==> config.mk <==
export PLATFORM = sky130hd
export DESIGN_NAME = ultrasonic_echo_meter_flat
export DESIGN_NICKNAME = d
export VERILOG_FILES = /design/src/rtl/ultrasonic_echo_meter_if.sv /design/src/rtl/ultrasonic_echo_meter.sv /design/src/flat_wrapper.sv
export SDC_FILE = /design/constraint.sdc
export NUM_CORES = 1
export LEC_CHECK = 0
export CORE_AREA = 2 2 112 114
export DETAILED_ROUTE_END_ITERATION = 12
export DIE_AREA = 0 0 114 116
export GPL_TIMING_DRIVEN = 0
export PLACE_DENSITY_LB_ADDON = 0.12
export SLEW_MARGIN = 40
export SYNTH_ARGS = -nofsm -noshare
export SYNTH_HDL_FRONTEND = slang
export SYNTH_SLANG_ARGS = --single-unit
==> constraint.sdc <==
create_clock -name clk_in -period 3.9 [get_ports clk_in]
set_input_delay 0.39 -clock clk_in [delete_from_list [all_inputs] [get_ports clk_in]]
set_output_delay 0.39 -clock clk_in [all_outputs]
set_load 0.02 [all_outputs]
==> src/rtl/ultrasonic_echo_meter_if.sv <==
// rtl/ultrasonic_echo_meter_if.sv - sensor pins and ranging results of the echo meter
interface ultrasonic_echo_meter_if #(
  parameter int DIST_W = 9
);
  logic              enable;
  logic              echo;
  logic              trigger;
  logic [DIST_W-1:0] distance_cm;
  logic              dist_valid;
  logic              timeout;
  logic              busy;

  modport master (
    input  enable, echo,
    output trigger, distance_cm, dist_valid, timeout, busy
  );

  modport slave (
    output enable, echo,
    input  trigger, distance_cm, dist_valid, timeout, busy
  );
endinterface

==> src/rtl/ultrasonic_echo_meter.sv <==
// rtl/ultrasonic_echo_meter.sv - periodic HC-SR04 trigger/echo timer with cm conversion
module ultrasonic_echo_meter #(
  parameter int TRIG_CYCLES    = 500,
  parameter int CYCLES_PER_CM  = 2900,
  parameter int TIMEOUT_CYCLES = 1900000,
  parameter int PERIOD_CYCLES  = 3000000,
  parameter int MAX_CM         = 400,
  parameter int DIST_W         = 9
) (
  input logic                   clk_in,
  input logic                   rst,
  ultrasonic_echo_meter_if.master io
);
  localparam int PW = $clog2(PERIOD_CYCLES);
  localparam int TW = $clog2(TIMEOUT_CYCLES);
  localparam int SW = (CYCLES_PER_CM > 2) ? $clog2(CYCLES_PER_CM) : 1;

  localparam logic [PW-1:0]     TRIG_LAST   = PW'(TRIG_CYCLES - 1);
  localparam logic [PW-1:0]     PERIOD_LAST = PW'(PERIOD_CYCLES - 1);
  localparam logic [TW-1:0]     TO_LAST     = TW'(TIMEOUT_CYCLES - 1);
  localparam logic [SW-1:0]     SUB_LAST    = SW'(CYCLES_PER_CM - 1);
  localparam logic [DIST_W-1:0] CM_MAX      = DIST_W'(MAX_CM);

  typedef enum logic [2:0] {IDLE, TRIG, WAIT_ECHO, MEASURE, HOLDOFF} state_t;

  state_t            state;
  logic              echo_m, echo_s, echo_d;
  logic [PW-1:0]     period_cnt;
  logic [TW-1:0]     to_cnt;
  logic [SW-1:0]     sub_cnt;
  logic [DIST_W-1:0] cm_cnt;
  logic              trigger, dist_valid, timeout, busy;
  logic [DIST_W-1:0] distance_cm;

  always_ff @(posedge clk_in or posedge rst) begin
    if (rst) begin
      echo_m <= 1'b0;
      echo_s <= 1'b0;
      echo_d <= 1'b0;
    end else begin
      echo_m <= io.echo;
      echo_s <= echo_m;
      echo_d <= echo_s;
    end
  end

  always_ff @(posedge clk_in or posedge rst) begin
    if (rst) begin
      state       <= IDLE;
      period_cnt  <= '0;
      to_cnt      <= '0;
      sub_cnt     <= '0;
      cm_cnt      <= '0;
      trigger     <= 1'b0;
      distance_cm <= '0;
      dist_valid  <= 1'b0;
      timeout     <= 1'b0;
      busy        <= 1'b0;
    end else begin
      dist_valid <= 1'b0;
      timeout    <= 1'b0;
      if (state != IDLE) period_cnt <= period_cnt + 1'b1;
      case (state)
        IDLE: begin
          if (io.enable) begin
            state      <= TRIG;
            trigger    <= 1'b1;
            busy       <= 1'b1;
            period_cnt <= '0;
          end
        end
        TRIG: begin
          if (period_cnt == TRIG_LAST) begin
            state   <= WAIT_ECHO;
            trigger <= 1'b0;
            to_cnt  <= '0;
          end
        end
        WAIT_ECHO: begin
          to_cnt <= to_cnt + 1'b1;
          // Timeout first so to_cnt can never run past its last value in MEASURE.
          if (to_cnt == TO_LAST) begin
            timeout <= 1'b1;
            state   <= HOLDOFF;
          end else if (echo_s && !echo_d) begin
            // The rise cycle is itself the first high cycle of the pulse.
            state   <= MEASURE;
            sub_cnt <= SW'(1);
            cm_cnt  <= '0;
          end
        end
        MEASURE: begin
          to_cnt <= to_cnt + 1'b1;
          if (!echo_s) begin
            distance_cm <= cm_cnt;
            dist_valid  <= 1'b1;
            state       <= HOLDOFF;
          end else if (to_cnt == TO_LAST) begin
            timeout <= 1'b1;
            state   <= HOLDOFF;
          end else if (sub_cnt == SUB_LAST) begin
            sub_cnt <= '0;
            if (cm_cnt != CM_MAX) cm_cnt <= cm_cnt + 1'b1;
          end else begin
            sub_cnt <= sub_cnt + 1'b1;
          end
        end
        HOLDOFF: begin
          if (period_cnt == PERIOD_LAST) begin
            if (io.enable) begin
              state      <= TRIG;
              trigger    <= 1'b1;
              period_cnt <= '0;
            end else begin
              state <= IDLE;
              busy  <= 1'b0;
            end
          end
        end
        default: begin
          state   <= IDLE;
          trigger <= 1'b0;
          busy    <= 1'b0;
        end
      endcase
    end
  end

  assign io.trigger     = trigger;
  assign io.distance_cm = distance_cm;
  assign io.dist_valid  = dist_valid;
  assign io.timeout     = timeout;
  assign io.busy        = busy;
endmodule

==> src/flat_wrapper.sv <==
// flat-port wrapper written by rule: the top's interface ports become plain ports
module ultrasonic_echo_meter_flat 
#(
  parameter int TRIG_CYCLES    = 500,
  parameter int CYCLES_PER_CM  = 2900,
  parameter int TIMEOUT_CYCLES = 1900000,
  parameter int PERIOD_CYCLES  = 3000000,
  parameter int MAX_CM         = 400,
  parameter int DIST_W         = 9
)
  (clk_in, rst, io_enable, io_echo, io_trigger, io_distance_cm, io_dist_valid, io_timeout, io_busy);
  ultrasonic_echo_meter_if #(.DIST_W(DIST_W)) io_i ();
  input logic clk_in;
  input logic rst;
  input wire logic [$bits(io_i.enable)-1:0] io_enable;
  input wire logic [$bits(io_i.echo)-1:0] io_echo;
  output wire logic [$bits(io_i.trigger)-1:0] io_trigger;
  output wire logic [$bits(io_i.distance_cm)-1:0] io_distance_cm;
  output wire logic [$bits(io_i.dist_valid)-1:0] io_dist_valid;
  output wire logic [$bits(io_i.timeout)-1:0] io_timeout;
  output wire logic [$bits(io_i.busy)-1:0] io_busy;
  assign io_i.enable = io_enable;
  assign io_i.echo = io_echo;
  assign io_trigger = io_i.trigger;
  assign io_distance_cm = io_i.distance_cm;
  assign io_dist_valid = io_i.dist_valid;
  assign io_timeout = io_i.timeout;
  assign io_busy = io_i.busy;
  ultrasonic_echo_meter #(.TRIG_CYCLES(TRIG_CYCLES), .CYCLES_PER_CM(CYCLES_PER_CM), .TIMEOUT_CYCLES(TIMEOUT_CYCLES), .PERIOD_CYCLES(PERIOD_CYCLES), .MAX_CM(MAX_CM), .DIST_W(DIST_W)) u_core (.clk_in(clk_in), .rst(rst), .io(io_i));
endmodule
==> results of run 1 <==
[layout by cell type (no fill, tap or decap), types with 5 or more instances in the layout]
| cell type | count |
|---|---|
| dfrtp_1 | 83 |
| nor2_1 | 42 |
| nand2_1 | 30 |
| clkbuf_1 | 26 |
| a21oi_1 | 24 |
| nand3_1 | 23 |
| o21ai_0 | 20 |
| nor3_1 | 19 |
| and3_1 | 17 |
| a31oi_1 | 16 |
| mux2_2 | 16 |
| clkdlybuf4s50_1 | 16 |
| nand4_1 | 14 |
| mux2i_1 | 14 |
| o2bb2ai_1 | 13 |
| o31ai_1 | 12 |
| nor4_1 | 9 |
| inv_1 | 9 |
| or4_1 | 9 |
| clkbuf_16 | 9 |
| nand2b_1 | 6 |
| a22o_1 | 6 |
| o31a_1 | 6 |
| and2_1 | 6 |
| ha_1 | 5 |
[power by group through the flow]
stage,sequential (mW),clock [mW],combinational [mW]
floorplan,1.05,0,0.669
global placement,1.05,0,0.925
detailed placement,1.05,0,0.943
CTS,1.04,0.944,0.944
global route,1.05,0.975,1.06
finish,1.04,0.919,0.942
[state kept, by name, indices dropped and copies added, names as in the netlist]
register               cells
u_core.io.distance_cm      9
u_core.io.timeout          1
u_core.cm_cnt              9
u_core.echo_d              1
u_core.sub_cnt            12
u_core.period_cnt         22
u_core.io.trigger          1
u_core.io.dist_valid       1
u_core.echo_m              1
u_core.state               3
u_core.io.busy             1
u_core.to_cnt             21
u_core.echo_s              1
[worst max path at each step]
stage	startpoint	cells past startpoint	end
after floorplan	rst	1	u_core.cm_cnt[0]$_DFFE_PP0P_
after global placement	rst	2	u_core.to_cnt[7]$_DFFE_PP0P_
after detailed placement	u_core.to_cnt[16]$_DFFE_PP0P_	7	u_core.sub_cnt[10]$_DFFE_PP0P_
after CTS	u_core.to_cnt[16]$_DFFE_PP0P_	7	u_core.sub_cnt[10]$_DFFE_PP0P_
after global routing	u_core.to_cnt[16]$_DFFE_PP0P_	7	u_core.sub_cnt[10]$_DFFE_PP0P_
final	u_core.to_cnt[16]$_DFFE_PP0P_	7	u_core.sub_cnt[10]$_DFFE_PP0P_
[through the flow]
step           total power [mW]  std cells
3_5_place_dp               2.00        659
5_1_grt                    3.08        673
2_1_floorplan              1.72        495
3_3_place_gp               1.97        658
6_report                   2.90        673
4_1_cts                    2.93        673
[metal layers]
metal | GRT usage [%] | vias to the layer above | wire (µm)
li1 | - | 1941 | -
met3 | 2.98 | 14 | 307
met4 | 7.32 | 0 | 162
met1 | 26.2 | 1965 | 5640
met5 | 0 | - | 0
met2 | 30.3 | 65 | 5360
[final cells by class]
type / count / area (µm²) / share of cell area [%]
clock inverter: 2 / 60.1 / 1.12
tap: 147 / 184 / 3.42
sequential: 83 / 2080 / 38.6
buffer: 32 / 134 / 2.49
timing repair buffer: 17 / 188 / 3.49
clock buffer: 12 / 256 / 4.77
multi-input combinational: 369 / 2430 / 45.3
inverter: 11 / 46.3 / 0.860
[cells by family (layout without fill, tap and decap cells)]
family / Yosys count / after routing
adder cells (fa/ha/maj): 5 / 5
flip-flops: 83 / 83
multiplexers: 31 / 31
buffers and inverters: 43 / 74
AO/OA/AOI/OAI: 131 / 131
AND/OR/NAND/NOR: 201 / 201
XOR/XNOR: 1 / 1
==> out/results.txt, run 1 <==
n_diodes - 0
YS warnings - 0
final instance area - 0.00538 mm²
DR WL/cell - 17.0 µm
CTS tree - built
Clock Power Share - 31.7%
clock sink total - 83
synth cell count leaders - dfrtp_1, nor2_1, nand2_1, clkbuf_1, a21oi_1
Mapped Nets - 504
worst-case clock skew - 9.87 ps
VDD IR-drop max - 0.000288 V
vias in the first global route - 3,891
RePlAce Congestion - 0.846
Post-Synth Adder-Cell Area - 1.34%
Congestion Overflow GR - 0
IO Count - 17
Lkg Pwr - 2.15 nW
pre-CTS setup slack - 1170 ps
vias per std cell - 5.92
die area - 0.0132 mm²
Gate power share - 32.5%
most common cell in the netlist - dfrtp_1
asr flop ratio synth - 100%
pin count of the biggest net entering global routing - 49
H-tree depth - 3
fin util - 45.2%
synth top area cells - dfrtp_1, mux2_2, nor2_1
final period utilization - 71.9%
maximum root-to-sink buffer count - 2
worst path bufs/invs - 2
Min Clock Period, post-route - 2800 ps
Overall Global Routing Usage - 19.0%
Distinct cells, synth - 64
sequential share of power - 35.8%
Top FF cell, synth - dfrtp_1
worst path cell trace - or4bb_1 -> nor4_1 -> and2_1 -> buf_2 -> buf_1 -> o31ai_1 -> a22o_1
status - complete, no violations
crit-path max FO - 10
Num CTS Buffers - 9
Layout Nets - 532
cell family with the largest share of critical-path delay - simple AND/OR/NAND/NOR gates
Die X - 114 µm
Slew @ Worst Pin - 760 ps
min-delay src - u_core.echo_m$_DFF_PP0_
mux cell area share after synthesis - 7.16%
Critical Path AT - 3030 ps
class of the worst hold path - reg -> reg
Crit path required time - 4130 ps
# rows - 40
leading area contributor after synthesis - dfrtp_1
Post-synth EDFFs - 0
DRC errors left - 0
Sw Share - 35.4%
RR Endpoint - u_core.sub_cnt[10]$_DFFE_PP0P_
hpwl dp - 7990 µm
core area - 0.0119 mm²
Synth top area share - 44.3%
Routed Antenna Nets - 0
post-synthesis cell count - 495
CP max-delay cell - or4bb_1
max_slew headroom - 49.4%
fillcell total - 1,203
Switch Pwr - 1.03 mW
largest family of logic cells by synthesized area - simple AND/OR/NAND/NOR gates
fmax - 0.357 GHz
Clock Tree Root - clkbuf_16
WHS Path Cells - 0
Worst R2R Setup Slack - 1100 ps
final hold vios - 0
initial antenna violation count - 0
Worst Setup Slack, final - 1100 ps
Slew Limit Fails - 0
area share of and/or/nand/nor cells after synthesis - 23.5%
Reg2Reg Depth - 7
Setup TNS Final - 0 ps
sequential fraction of the synthesis area - 44.3%
layout cells sized above 1 - 8.94%
Crit Path Class - reg -> reg
drt initial violations - 213
CTS Hold Bufs - 0
syn avg cell area - 9.46 µm²
Total Wirelength - 11,500 µm
die height - 116 µm
via count - 3,985
max-cap viol count - 0
Area growth, synth to finish - 14.9%
CP max stage delay - 530 ps
RR Startpoint - u_core.to_cnt[16]$_DFFE_PP0P_
Internal Power - 1.87 mW
Clk Latency, worst-skew pair - 340 ps
Initial Util - 39.3%
Cell Area, Synth - 0.00468 mm²
final setup vio count - 0
pwr/cell area - 539 mW/mm²
hold slack - 352 ps
first-pass GRT wire length - 19,800 µm
register bit total from synthesis - 83
RSZ-0062 raised after global routing - false
post-synthesis compound-gate area fraction - 19.7%
post-CTS sizing - 0
CTS clk-pin slew, worst paths - 60 ps
startpoint types - flop
post-synthesis xor/xnor area fraction - 0.187%
postcts setup bufs - 0
Worst Setup End Kind - flop
post-place instance area - 0.00506 mm²
I/O Buffers - 16
Hold EP - u_core.echo_s$_DFF_PP0_
first-pass iteration count of the detailed router - 5
No activity file was read; power rests on OpenSTA's default activity.
==> run 2, diff against run 1 <==
Clock period 3.9 ns to 2.4 ns, I/O delays scaled along.
==> out/results.txt, run 2 (synthesis results as in run 1) <==
crit-path max FO - 10 (unchanged)
DR WL/cell - 17.2 µm (was 17.0 µm)
final hold vios - 0 (unchanged)
area of the multi-input gates - 0.00251 mm² (was 0.00243 mm²)
core area - 0.0119 mm² (unchanged)
worst path bufs/invs - 2 (unchanged)
startpoint types - flop (unchanged)
Crit Path Class - reg -> reg (unchanged)
Total Wirelength - 11,700 µm (was 11,500 µm)
n_diodes - 0 (unchanged)
Gate power share - 34.5% (was 32.5%)
status - complete, no violations (unchanged)
Critical Path AT - 2500 ps (was 3030 ps)
Routed Antenna Nets - 0 (unchanged)
Num CTS Buffers - 9 (unchanged)
drt initial violations - 205 (was 213)
IO Count - 17 (unchanged)
top flop regs - u_core.period_cnt (22), u_core.to_cnt (21), u_core.sub_cnt (12) (unchanged)
vias in the first global route - 3,886 (was 3,891)
sequential share of power - 35.0% (was 35.8%)
RSZ-0062 raised after global routing - true (was false)
Reg with most FFs - u_core.period_cnt (unchanged)
class of the worst hold path - in -> async (was reg -> reg)
Slew Limit Fails - 0 (unchanged)
Lkg Pwr - 2.24 nW (was 2.15 nW)
hpwl dp - 7990 µm (unchanged)
initial antenna violation count - 0 (unchanged)
Overall Global Routing Usage - 19.1% (was 19.0%)
worst-case clock skew - 8.71 ps (was 9.87 ps)
VDD IR-drop max - 0.000461 V (was 0.000288 V)
Slew @ Worst Pin - 587 ps (was 760 ps)
die area - 0.0132 mm² (unchanged)
CP max stage delay - 530 ps (about the same)
worst path cell trace - buf_6 -> or4_4 -> or4_4 -> o31a_1 -> buf_6 -> o21ai_0 -> a31oi_1 (was or4bb_1 -> nor4_1 -> and2_1 -> buf_2 -> buf_1 -> o31ai_1 -> a22o_1)
die height - 116 µm (unchanged)
H-tree depth - 3 (unchanged)
Die X - 114 µm (unchanged)
Clock Power Share - 30.5% (was 31.7%)
CTS Hold Bufs - 0 (unchanged)
cell family with the largest share of critical-path delay - simple AND/OR/NAND/NOR gates (unchanged)
first-pass iteration count of the detailed router - 4 (was 5)
Internal Power - 3.17 mW (was 1.87 mW)
Sw Share - 35.3% (was 35.4%)
CTS tree - built (unchanged)
vias per std cell - 5.86 (was 5.92)
RePlAce Congestion - 0.846 (unchanged)
max-cap viol count - 0 (unchanged)
Layout Nets - 537 (was 532)
layout cells sized above 1 - 15.6% (was 8.94%)
clock sink total - 83 (unchanged)
I/O Buffers - 16 (unchanged)
DRC errors left - 0 (unchanged)
# rows - 40 (unchanged)
Congestion Overflow GR - 0 (unchanged)
final setup vio count - 0 (unchanged)
Sequential Area - 0.00208 mm² (about the same)
Setup TNS Final - 0 ps (unchanged)
CP max-delay cell - or4_4 (was or4bb_1)
maximum root-to-sink buffer count - 2 (unchanged)
final period utilization - 96.2% (was 71.9%)
Clock Tree Root - clkbuf_16 (unchanged)
via count - 3,972 (was 3,985)
Crit path required time - 2590 ps (was 4130 ps)
most common cell after layout, fill and taps aside - dfrtp_1 (unchanged)
max_slew headroom - 60.6% (was 49.4%)
Switch Pwr - 1.73 mW (was 1.03 mW)
Initial Util - 39.3% (unchanged)
first-pass GRT wire length - 19,900 µm (was 19,800 µm)
fillcell total - 1,190 (was 1,203)
pin count of the biggest net entering global routing - 49 (unchanged)
most frequent cells in the layout - dfrtp_1, nor2_1, nand2_1, nand3_1, a21oi_1 (was dfrtp_1, nor2_1, nand2_1, clkbuf_1, a21oi_1)
max reg flops - 22 (unchanged)
pwr/cell area - 884 mW/mm² (was 539 mW/mm²)
Worst R2R Setup Slack - 90 ps (was 1100 ps)
CTS clk-pin slew, worst paths - 60 ps (about the same)
Worst Setup End Kind - flop (unchanged)
Area growth, synth to finish - 18.3% (was 14.9%)
hold slack - 266 ps (was 352 ps)
Clk Latency, worst-skew pair - 340 ps (about the same)
fmax - 0.433 GHz (was 0.357 GHz)
Min Clock Period, post-route - 2310 ps (was 2800 ps)
run 2: power by group through the flow:
| stage | Sequential (mW) | Clock, mW | Combinational, mW |
|---|---|---|---|
| 2_1_floorplan | 1.70 | 0 | 1.09 |
| 3_5_place_dp | 1.71 | 0 | 1.53 |
| 6_report | 1.72 | 1.49 | 1.69 |
| 3_3_place_gp | 1.70 | 0 | 1.50 |
| 4_1_cts | 1.69 | 1.53 | 1.62 |
| 5_1_grt | 1.74 | 1.58 | 1.87 |
run 2: area by class of cell:
class	instances	share of cell area, %
Clock buffer	12	4.63
Clock inverter	2	1.08
Inverter	11	0.903
Sequential cell	83	37.5
Buffer	27	2.60
Multi-Input combinational cell	369	45.3
Tap cell	147	3.32
Timing Repair Buffer	27	4.70
run 2: layer usage:
layer	vias to the layer above	share of wire, %	GRT usage [%]
met3	12	2.6	2.93
met5	-	0	0
met1	1965	49	26.4
li1	1945	-	-
met4	0	1.4	6.99
met2	50	47	30.5
run 2: per-stage QoR:
stage,total power [mW],cell area [µm²],util [%],setup WS (ps),std cells
3_3_place_gp,3.21,5030,42.2,-1490,658
5_1_grt,5.19,5540,46.5,-9.96,678
3_5_place_dp,3.24,5060,42.5,-328,659
2_1_floorplan,2.79,4680,-,13.8,495
4_1_cts,4.85,5450,45.8,8.07,676
6_report,4.90,5540,46.5,92.1,678
run 2: worst register-to-register path, stage by stage (launching register included):
cell	delay, ps
dfrtp_1	370
buf_6	140
or4_4	530
or4_4	470
o31a_1	300
buf_6	160
o21ai_0	80
a31oi_1	110
run 2: timing repair:
action | in CTS | in global routing
hold endpoints to repair | 0 | 0
endpoints found under the setup margin | 72 | 47
gates resized for setup | 18 | 23
buffers inserted | 3 | 6
gates cloned | 1 | 0
pin swaps | 4 | 3
run 2: worst paths after layout:
kind,end,cells after the start,start
min in group clk_in,u_core.echo_m$_DFF_PP0_,1,io_echo
worst max register to register,u_core.period_cnt[8]$_DFF_PP0_,7,u_core.period_cnt[17]$_DFF_PP0_
worst max-delay path,u_core.period_cnt[8]$_DFF_PP0_,7,u_core.period_cnt[17]$_DFF_PP0_
worst min register to register,u_core.echo_s$_DFF_PP0_,0,u_core.echo_m$_DFF_PP0_
max in group asynchronous,u_core.sub_cnt[6]$_DFFE_PP0P_,3,rst
worst min-delay path,u_core.io.dist_valid$_DFF_PP0_,2,rst
==> run 3, diff against run 2 <==
Settings changed: CORE_AREA 2 2 112 114 to 5 5 115 117, DIE_AREA 0 0 114 116 to 0 0 120 122.
==> out/results.txt, run 3 (synthesis results as in run 1) <==
status - complete, no violations (unchanged)
CTS clk-pin slew, worst paths - 60 ps (about the same)
Clock Power Share - 31.7% (was 30.5%)
most common cell after layout, fill and taps aside - dfrtp_1 (unchanged)
maximum root-to-sink buffer count - 2 (unchanged)
most frequent cells in the layout - dfrtp_1, nor2_1, nand2_1, a21oi_1, nand3_1 (was dfrtp_1, nor2_1, nand2_1, nand3_1, a21oi_1)
CTS Hold Bufs - 0 (unchanged)
Slew Limit Fails - 0 (unchanged)
layout cells sized above 1 - 15.6% (about the same)
pwr/cell area - 892 mW/mm² (was 884 mW/mm²)
die height - 122 µm (was 116 µm)
crit-path max FO - 10 (unchanged)
fin util - 45.2% (was 46.5%)
Reg2Reg Depth - 7 (unchanged)
Num CTS Buffers - 9 (unchanged)
Lkg Pwr - 2.25 nW (was 2.24 nW)
max-cap viol count - 0 (unchanged)
pin count of the biggest net entering global routing - 53 (was 49)
# rows - 41 (was 40)
n_diodes - 0 (unchanged)
hpwl dp - 8150 µm (was 7990 µm)
fin cells - 682 (was 678)
core area - 0.0123 mm² (was 0.0119 mm²)
Routed Antenna Nets - 0 (unchanged)
final hold vios - 0 (unchanged)
IO Count - 17 (unchanged)
first-pass iteration count of the detailed router - 5 (was 4)
initial antenna violation count - 0 (unchanged)
clock sink total - 83 (unchanged)
class of the worst hold path - in -> async (unchanged)
Worst Setup Slack, final - 66.5 ps (was 92.1 ps)
Die X - 120 µm (was 114 µm)
Layout Nets - 537 (unchanged)
Sw Share - 35.1% (was 35.3%)
startpoint types - flop (unchanged)
Area growth, synth to finish - 18.4% (was 18.3%)
CTS tree - built (unchanged)
Crit Path Class - reg -> reg (unchanged)
I/O Buffers - 16 (unchanged)
Crit path required time - 2620 ps (was 2590 ps)
VDD IR-drop max - 0.000275 V (was 0.000461 V)
pre-CTS setup slack - -302 ps (was -328 ps)
Overall Power - 4.95 mW (was 4.90 mW)
Congestion Overflow GR - 0 (unchanged)
Clk Latency, worst-skew pair - 340 ps (about the same)
H-tree depth - 3 (unchanged)
Min Clock Period, post-route - 2330 ps (was 2310 ps)
DR WL/cell - 17.4 µm (was 17.2 µm)
vias per std cell - 5.91 (was 5.86)
Internal Power - 3.21 mW (was 3.17 mW)
max_slew headroom - 48.1% (was 60.6%)
sequential share of power - 34.6% (was 35.0%)
Total Wirelength - 11,800 µm (was 11,700 µm)
Slew @ Worst Pin - 776 ps (was 587 ps)
post-place instance area - 0.00506 mm² (about the same)
Worst Setup End Kind - flop (unchanged)
via count - 4,032 (was 3,972)
top flop regs - u_core.period_cnt (22), u_core.to_cnt (21), u_core.sub_cnt (12) (unchanged)
final instance area - 0.00555 mm² (was 0.00554 mm²)
Critical Path AT - 2560 ps (was 2500 ps)
worst-case clock skew - 8.50 ps (was 8.71 ps)
Reg with most FFs - u_core.period_cnt (unchanged)
max reg flops - 22 (unchanged)
drt initial violations - 305 (was 205)
RePlAce Congestion - 0.830 (was 0.846)
final setup vio count - 0 (unchanged)
Switch Pwr - 1.74 mW (was 1.73 mW)
first-pass GRT wire length - 19,700 µm (was 19,900 µm)
DRC errors left - 0 (unchanged)
Initial Util - 38.2% (was 39.3%)
Gate power share - 33.7% (was 34.5%)
vias in the first global route - 3,749 (was 3,886)
Clock Tree Root - clkbuf_16 (unchanged)
final period utilization - 97.2% (was 96.2%)
Overall Global Routing Usage - 16.9% (was 19.1%)
fmax - 0.429 GHz (was 0.433 GHz)
Placed Cells - 662 (was 659)
die area - 0.0146 mm² (was 0.0132 mm²)
## run 3: cell types whose count changed in the layout (fill, tap and decap cells not counted), moves of 2 or more
cell and change:
a21oi_1 +2, clkbuf_8 -2, buf_4 +2, buf_6 -2, clkinv_2 +3, a21oi_2 -2
## run 3: power by group through the flow
stage / logic, mW / clock network [mW] / registers, mW
after floorplan: 1.09 / 0 / 1.70
after global placement: 1.50 / 0 / 1.71
after detailed placement: 1.52 / 0 / 1.71
after CTS: 1.58 / 1.60 / 1.70
after global routing: 1.85 / 1.68 / 1.74
final: 1.67 / 1.57 / 1.71
## run 3: what timing repair did
action | 4_1_cts | 5_1_grt
resized for setup | 15 | 20
gates cloned | 1 | 0
pin swaps | 3 | 3
setup buffers | 3 | 7
setup endpoints to repair | 66 | 45
## run 3: worst max-delay path, cell delays in order, from the launching register on
cell,delay [ps]
dfrtp_1,450
or4bb_1,590
nor4_4,280
and2_1,170
buf_2,210
buf_4,220
o31ai_1,90
a22o_1,210
## run 3: path summary, 6_finish.rpt
kind                                               start                               to  slack (ps)
setup / recovery           u_core.to_cnt[16]$_DFFE_PP0P_   u_core.sub_cnt[10]$_DFFE_PP0P_          70
hold / removal                                       rst     u_core.cm_cnt[8]$_DFFE_PP0P_         310
setup reg to reg           u_core.to_cnt[16]$_DFFE_PP0P_   u_core.sub_cnt[10]$_DFFE_PP0P_          70
hold reg to reg                  u_core.echo_m$_DFF_PP0_          u_core.echo_s$_DFF_PP0_         370
max in group asynchronous                            rst  u_core.period_cnt[19]$_DFF_PP0_        1530
min in group clk_in                              io_echo          u_core.echo_m$_DFF_PP0_         340
## run 3: per-stage QoR
| stage | setup TNS (ps) | hold slack [ps] |
|---|---|---|
| 2_1_floorplan | 0 | 271 |
| 3_3_place_gp | -124390 | 335 |
| 3_5_place_dp | -5830 | 351 |
| 4_1_cts | 0 | 324 |
| 5_1_grt | -28.8 | 323 |
| 6_report | 0 | 315 |
## run 3: final cells by class
cell class	instances	area (µm²)
flip-flops and latches	83	2080
repair buffers	28	260
well taps	150	188
inverters	11	50.0
plain buffers	26	131
multi-input cells	369	2510
clock inverters	6	105
fillers	1185	6710
clock buffers	9	225
## run 3: per-layer routing
metal | global-route usage [%] | wire (µm) | share of wire, %
met5 | 0 | 0 | 0
met4 | 6.37 | 185 | 1.6
met3 | 2.79 | 364 | 3.1
met2 | 26.9 | 5610 | 47
met1 | 23.1 | 5680 | 48
==> RTL edit 1: new RTL, flow settings as in run 2 <==
`TIMEOUT_CYCLES` is set to 1900000 in 2 places; all go to 7600000.
--- a/src/rtl/ultrasonic_echo_meter.sv
+++ b/src/rtl/ultrasonic_echo_meter.sv
@@ -2,7 +2,7 @@
 module ultrasonic_echo_meter #(
   parameter int TRIG_CYCLES    = 500,
   parameter int CYCLES_PER_CM  = 2900,
-  parameter int TIMEOUT_CYCLES = 1900000,
+  parameter int TIMEOUT_CYCLES = 7600000,
   parameter int PERIOD_CYCLES  = 3000000,
   parameter int MAX_CM         = 400,
   parameter int DIST_W         = 9
--- a/src/flat_wrapper.sv
+++ b/src/flat_wrapper.sv
@@ -3,7 +3,7 @@
 #(
   parameter int TRIG_CYCLES    = 500,
   parameter int CYCLES_PER_CM  = 2900,
-  parameter int TIMEOUT_CYCLES = 1900000,
+  parameter int TIMEOUT_CYCLES = 7600000,
   parameter int PERIOD_CYCLES  = 3000000,
   parameter int MAX_CM         = 400,
   parameter int DIST_W         = 9
Formal check against the unedited RTL: same outputs for any inputs over 10 cycles, from zero or initial values and one cycle with rst high; that may be too few to reach the edited logic, so the function may still have changed.
==> RTL edit 1 against run 2 <==
Sequential cell count up 2. Worst setup slack got worse by 0.034 ns. Area after synthesis shrank 3.5%. Sequential power decreased by 2%. Wire length is 8.6% lower. Total power fell by 15%. Worst hold slack got worse by 0.040 ns. Design area fell by 0.65%. Non-clock buffer count is 8 lower. Critical endpoint is now u_core.to_cnt[21]$_DFFE_PP0P_. Largest cell class unchanged. Highest routed layer unchanged.
==> RTL edit 1: results (changes against run 2) <==
Synth
  – Post-synthesis area per instance: 9.23 µm² (-2.5%)
  – Largest cells by area after synthesis: dfrtp_1 47%, nor2_1 5.6%, xnor2_1 4.6%
  – Share of the yosys chip area belonging to registers: 0.471 (+0.0271)
  – Top cells by instance count after synthesis: 85 x dfrtp_1, 68 x nor2_1, 46 x nand2_1
  – Ys flop type: dfrtp_1
  – Syn_nets: 499 (-0.99%)
  – Synth unique cells: 46 (-28%)

STA
  – Slew @ Worst Pin: 0.996 ns (+0.409 ns)
  – Final worst clock skew: 0.00465 ns (-0.00406 ns)
  – Final period util: 0.976 (+0.0143)

Routing
  – WL final: 10.7 mm (-8.6%)
  – First-iteration detailed-routing DRC count: 238 (+16%)
  – Vias: 3,685 (-7.2%)
  – Initial DRT Pass Iterations: 5 (+1)

Place
  – Place WS: -0.178 ns (+0.150 ns)
  – Post-Place Cells: 657 (-0.30%)
  – RD Place Congestion: 0.888 (+5.0%)
  – Placed Area: 4980 µm² (-1.7%)
  – Final HPWL DP: 7.50 mm (-6.2%)

Critical path
  – Worst R2R Path Depth: 8 (+1)
  – Setup crit end: u_core.to_cnt[21]$_DFFE_PP0P_
  – Crit Reg-Reg Startpoint: u_core.period_cnt[13]$_DFF_PP0_
  – Max incr delay on CP: 0.57 ns (+0.04 ns)
  – Arrival time at the worst endpoint: 2.56 ns (+0.06 ns)
  – Worst R2R Setup Slack: 0.06 ns (-0.03 ns)

Global routing
  – Largest net degree at the start of global routing: 23 (-53%)
  – Global-route wire length before repair: 18.3 mm (-8.0%)

Finish
  – Nets: 535 (-0.37%)
  – Ant diodes: 0 (unchanged)
  – Largest regs: u_core.to_cnt: 23 flops, u_core.period_cnt: 22 flops, u_core.sub_cnt: 12 flops
  – Share of cells above drive strength 1: 0.147 (-0.00942)
  – Fillers: 1,161 (-2.4%)

Outcome
  – Outcome: finished clean

Power
  – Peak supply drop: 0.468 mV (+1.6%)
  – Leak Pwr: 2.30 nW (+2.7%)
[RTL edit 1: cell count changes after synthesis, moves of 6 or more]
cell	run 2	this run
a21oi_1	24	14
clkbuf_1	25	13
mux2i_1	14	2
nand2_1	30	46
nor2_1	43	68
nor4_2	0	6
o2bb2ai_1	13	0
o31a_1	6	0
o31ai_1	12	3
or4_1	9	2
xnor2_1	1	24
xor2_1	0	11
[RTL edit 1: layout make-up]
| cell class | instances | area, µm² | share of cell area |
|---|---|---|---|
| multi-input combinational | 373 | 2410 | 0.438 |
| sequential | 85 | 2130 | 0.387 |
| timing repair buffer | 26 | 308 | 0.0559 |
| clock buffer | 10 | 239 | 0.0434 |
| tap | 147 | 184 | 0.0334 |
| buffer | 20 | 101 | 0.0184 |
| clock inverter | 6 | 86.3 | 0.0157 |
| inverter | 11 | 45.0 | 0.00818 |
[RTL edit 1: through the flow]
| stage | power [mW] | hold slack [ns] |
|---|---|---|
| after global routing | 4.38 | 0.266 |
| after floorplan | 2.26 | 0.271 |
| after CTS | 4.12 | 0.225 |
| after global placement | 2.50 | 0.366 |
| final | 4.17 | 0.226 |
| after detailed placement | 2.54 | 0.364 |
[RTL edit 1: report_power, final]
part / leakage [nW] / switching, mW / internal (mW)
combinational: 0.980 / 0.636 / 0.345
clock: 0.158 / 0.579 / 0.938
sequential: 1.16 / 0.135 / 1.54
total: 2.30 / 1.35 / 2.82
[RTL edit 1: critical path: cells and delay by family (launching register included)]
kind / cells / cell delay [ns]
simple gates: 4 / 1.18
flops: 1 / 0.41
buf+inv: 2 / 0.37
xor+xnor: 1 / 0.15
compound gates: 1 / 0.11
[RTL edit 1: cells by family (layout without fill, tap and decap cells)]
| kind of cell | after synthesis | count (layout) | share of synthesized area |
|---|---|---|---|
| adders and majority gates | 5 | 5 | 0.0138 |
| muxes | 13 | 13 | 0.0318 |
| DFF | 85 | 85 | 0.471 |
| AOI/OAI and AO/OA | 64 | 64 | 0.0836 |
| and+or+nand+nor | 256 | 256 | 0.303 |
| buffers and inverters | 32 | 73 | 0.0296 |
| xor gates and xnor gates | 35 | 35 | 0.0678 |
[RTL edit 1: what timing repair did]
action,4_1_cts,5_1_grt
buffers inserted,2,4
setup endpoints to repair,42,38
gates resized for setup,12,20
hold buffers,0,0
pin swaps,2,4
[RTL edit 1: per-layer routing]
| layer | vias up | share of wire | routed length, µm | global-route usage |
|---|---|---|---|---|
| li1 | 1801 | - | - | - |
| met1 | 1819 | 0.48 | 5110 | 0.233 |
| met2 | 49 | 0.47 | 5020 | 0.281 |
| met3 | 16 | 0.034 | 360 | 0.0486 |
| met4 | 0 | 0.018 | 188 | 0.0593 |
| met5 | - | 0 | 0 | 0 |
==> RTL edit 2: new RTL, config.mk and constraints of run 2 <==
Made on the original files. Compare `to_cnt` against `TO_LAST` with >= in place of ==.
--- a/src/rtl/ultrasonic_echo_meter.sv
+++ b/src/rtl/ultrasonic_echo_meter.sv
@@ -95,7 +95,7 @@
             distance_cm <= cm_cnt;
             dist_valid  <= 1'b1;
             state       <= HOLDOFF;
-          end else if (to_cnt == TO_LAST) begin
+          end else if (to_cnt >= TO_LAST) begin
             timeout <= 1'b1;
             state   <= HOLDOFF;
           end else if (sub_cnt == SUB_LAST) begin
Behaviour: no difference found for any inputs over 10 cycles, from zero or initial values and one cycle with rst high; that may be too few to reach the edited logic, so the function may still have changed.
==> RTL edit 2 against run 2 <==
Via count up 1.8%. Sequential cell count unchanged. Final cell count down 0.74%. Clock skew up 0.0017 ns. Global-route usage down 0.56 points. Critical path type unchanged. Worst setup slack worse by 0.022 ns. Count of clock-buffer cells in the layout unchanged. Area after synthesis down 0.13%. Die area unchanged. Wire length up 0.58%. Largest cell class unchanged. Design area up 1.1%.
Power is not compared: it rests on default switching activity, and its combinational part moved more than twofold at a synthesized area within 25%.
==> RTL edit 2: results (changes against run 2) <==
Critical path
  – Max incr delay on CP: 0.62 ns (+0.09 ns)
  – Worst R2R Setup Slack: 0.07 ns (-0.02 ns)
  – R2R Path End: u_core.to_cnt[15]$_DFFE_PP0P_

Finish
  – Post-route insts no fill: 673 (-0.74%)
  – Inverters: 13 (+2)
  – Multi-input gates: 368 (-0.27%)
  – Signal buf overhead: 0.0625 (-0.0104)
  – Share of cells above drive strength 1: 0.160 (+0.00339)
  – Num sequential: 83 (unchanged)
  – Clock-cell share: 0.0572 (about the same)

Synth
  – Post-Synth XOR/XNOR Area: 0.00562 (+0.00375)
  – Syn_nets: 499 (-0.99%)
  – Synth unique cells: 55 (-14%)
  – Top cells by instance count after synthesis: 83 x dfrtp_1, 36 x a31oi_1, 33 x nand2_1, 33 x nand3_1, 30 x a21oi_1
  – Post-synthesis mux area share: 0.0658 (-0.00579)
  – Share of the yosys chip area belonging to registers: 0.444 (+0.000593)
  – Synth Area in Compound Gates: 0.187 (-0.0102)
  – Largest cells by area after synthesis: dfrtp_1 44%, a31oi_1 4.8%, nand3_1 3.5%

Routing
  – Met2 routed WL: 5.51 mm (+0.35%)
  – First-iteration detailed-routing DRC count: 242 (+18%)
  – Via density: 6.01 (+2.6%)
  – Met3 wire len: 352 µm (+14%)

Global routing
  – Vias in the first global route: 3,793 (-2.4%)
  – Global-route wire length before repair: 19.3 mm (-3.1%)
  – All-Layer GR Usage: 0.185 (-0.00561)
  – GR Layer Usage met1: 0.260 (-0.00435)
  – Met2 Use GR: 0.285 (-0.0202)
  – Largest net degree at the start of global routing: 59 (+20%)

STA
  – Final worst clock skew: 0.0104 ns (+0.00171 ns)

Outcome
  – Outcome: finished clean

Place
  – Post-Place Cells: 654 (-0.76%)
  – RD Place Congestion: 0.829 (-2.0%)
  – Place WS: -0.359 ns (-0.0314 ns)

Power
  – Overall Power: between 2 and 3 mW

Clock network
  – Setup Fix Bufs, Post-CTS: 5 (+2)
  – Post-CTS sizing: 19 (+1)
[RTL edit 2: worst max-delay path by stage]
stage | from | endpoint | slack (ns) | cells after the start
2_1_floorplan | rst | u_core.cm_cnt[0]$_DFFE_PP0P_ | 0.02 | 1
3_3_place_gp | rst | u_core.to_cnt[14]$_DFFE_PP0P_ | -1.44 | 2
3_5_place_dp | u_core.state[2]$_DFFE_PP0P_ | u_core.sub_cnt[5]$_DFFE_PP0P_ | -0.36 | 7
4_1_cts | u_core.to_cnt[0]$_DFFE_PP0P_ | u_core.sub_cnt[5]$_DFFE_PP0P_ | 0.01 | 7
5_1_grt | u_core.period_cnt[13]$_DFF_PP0_ | u_core.to_cnt[15]$_DFFE_PP0P_ | 0.002 | 6
6_report | u_core.period_cnt[13]$_DFF_PP0_ | u_core.to_cnt[15]$_DFFE_PP0P_ | 0.07 | 6
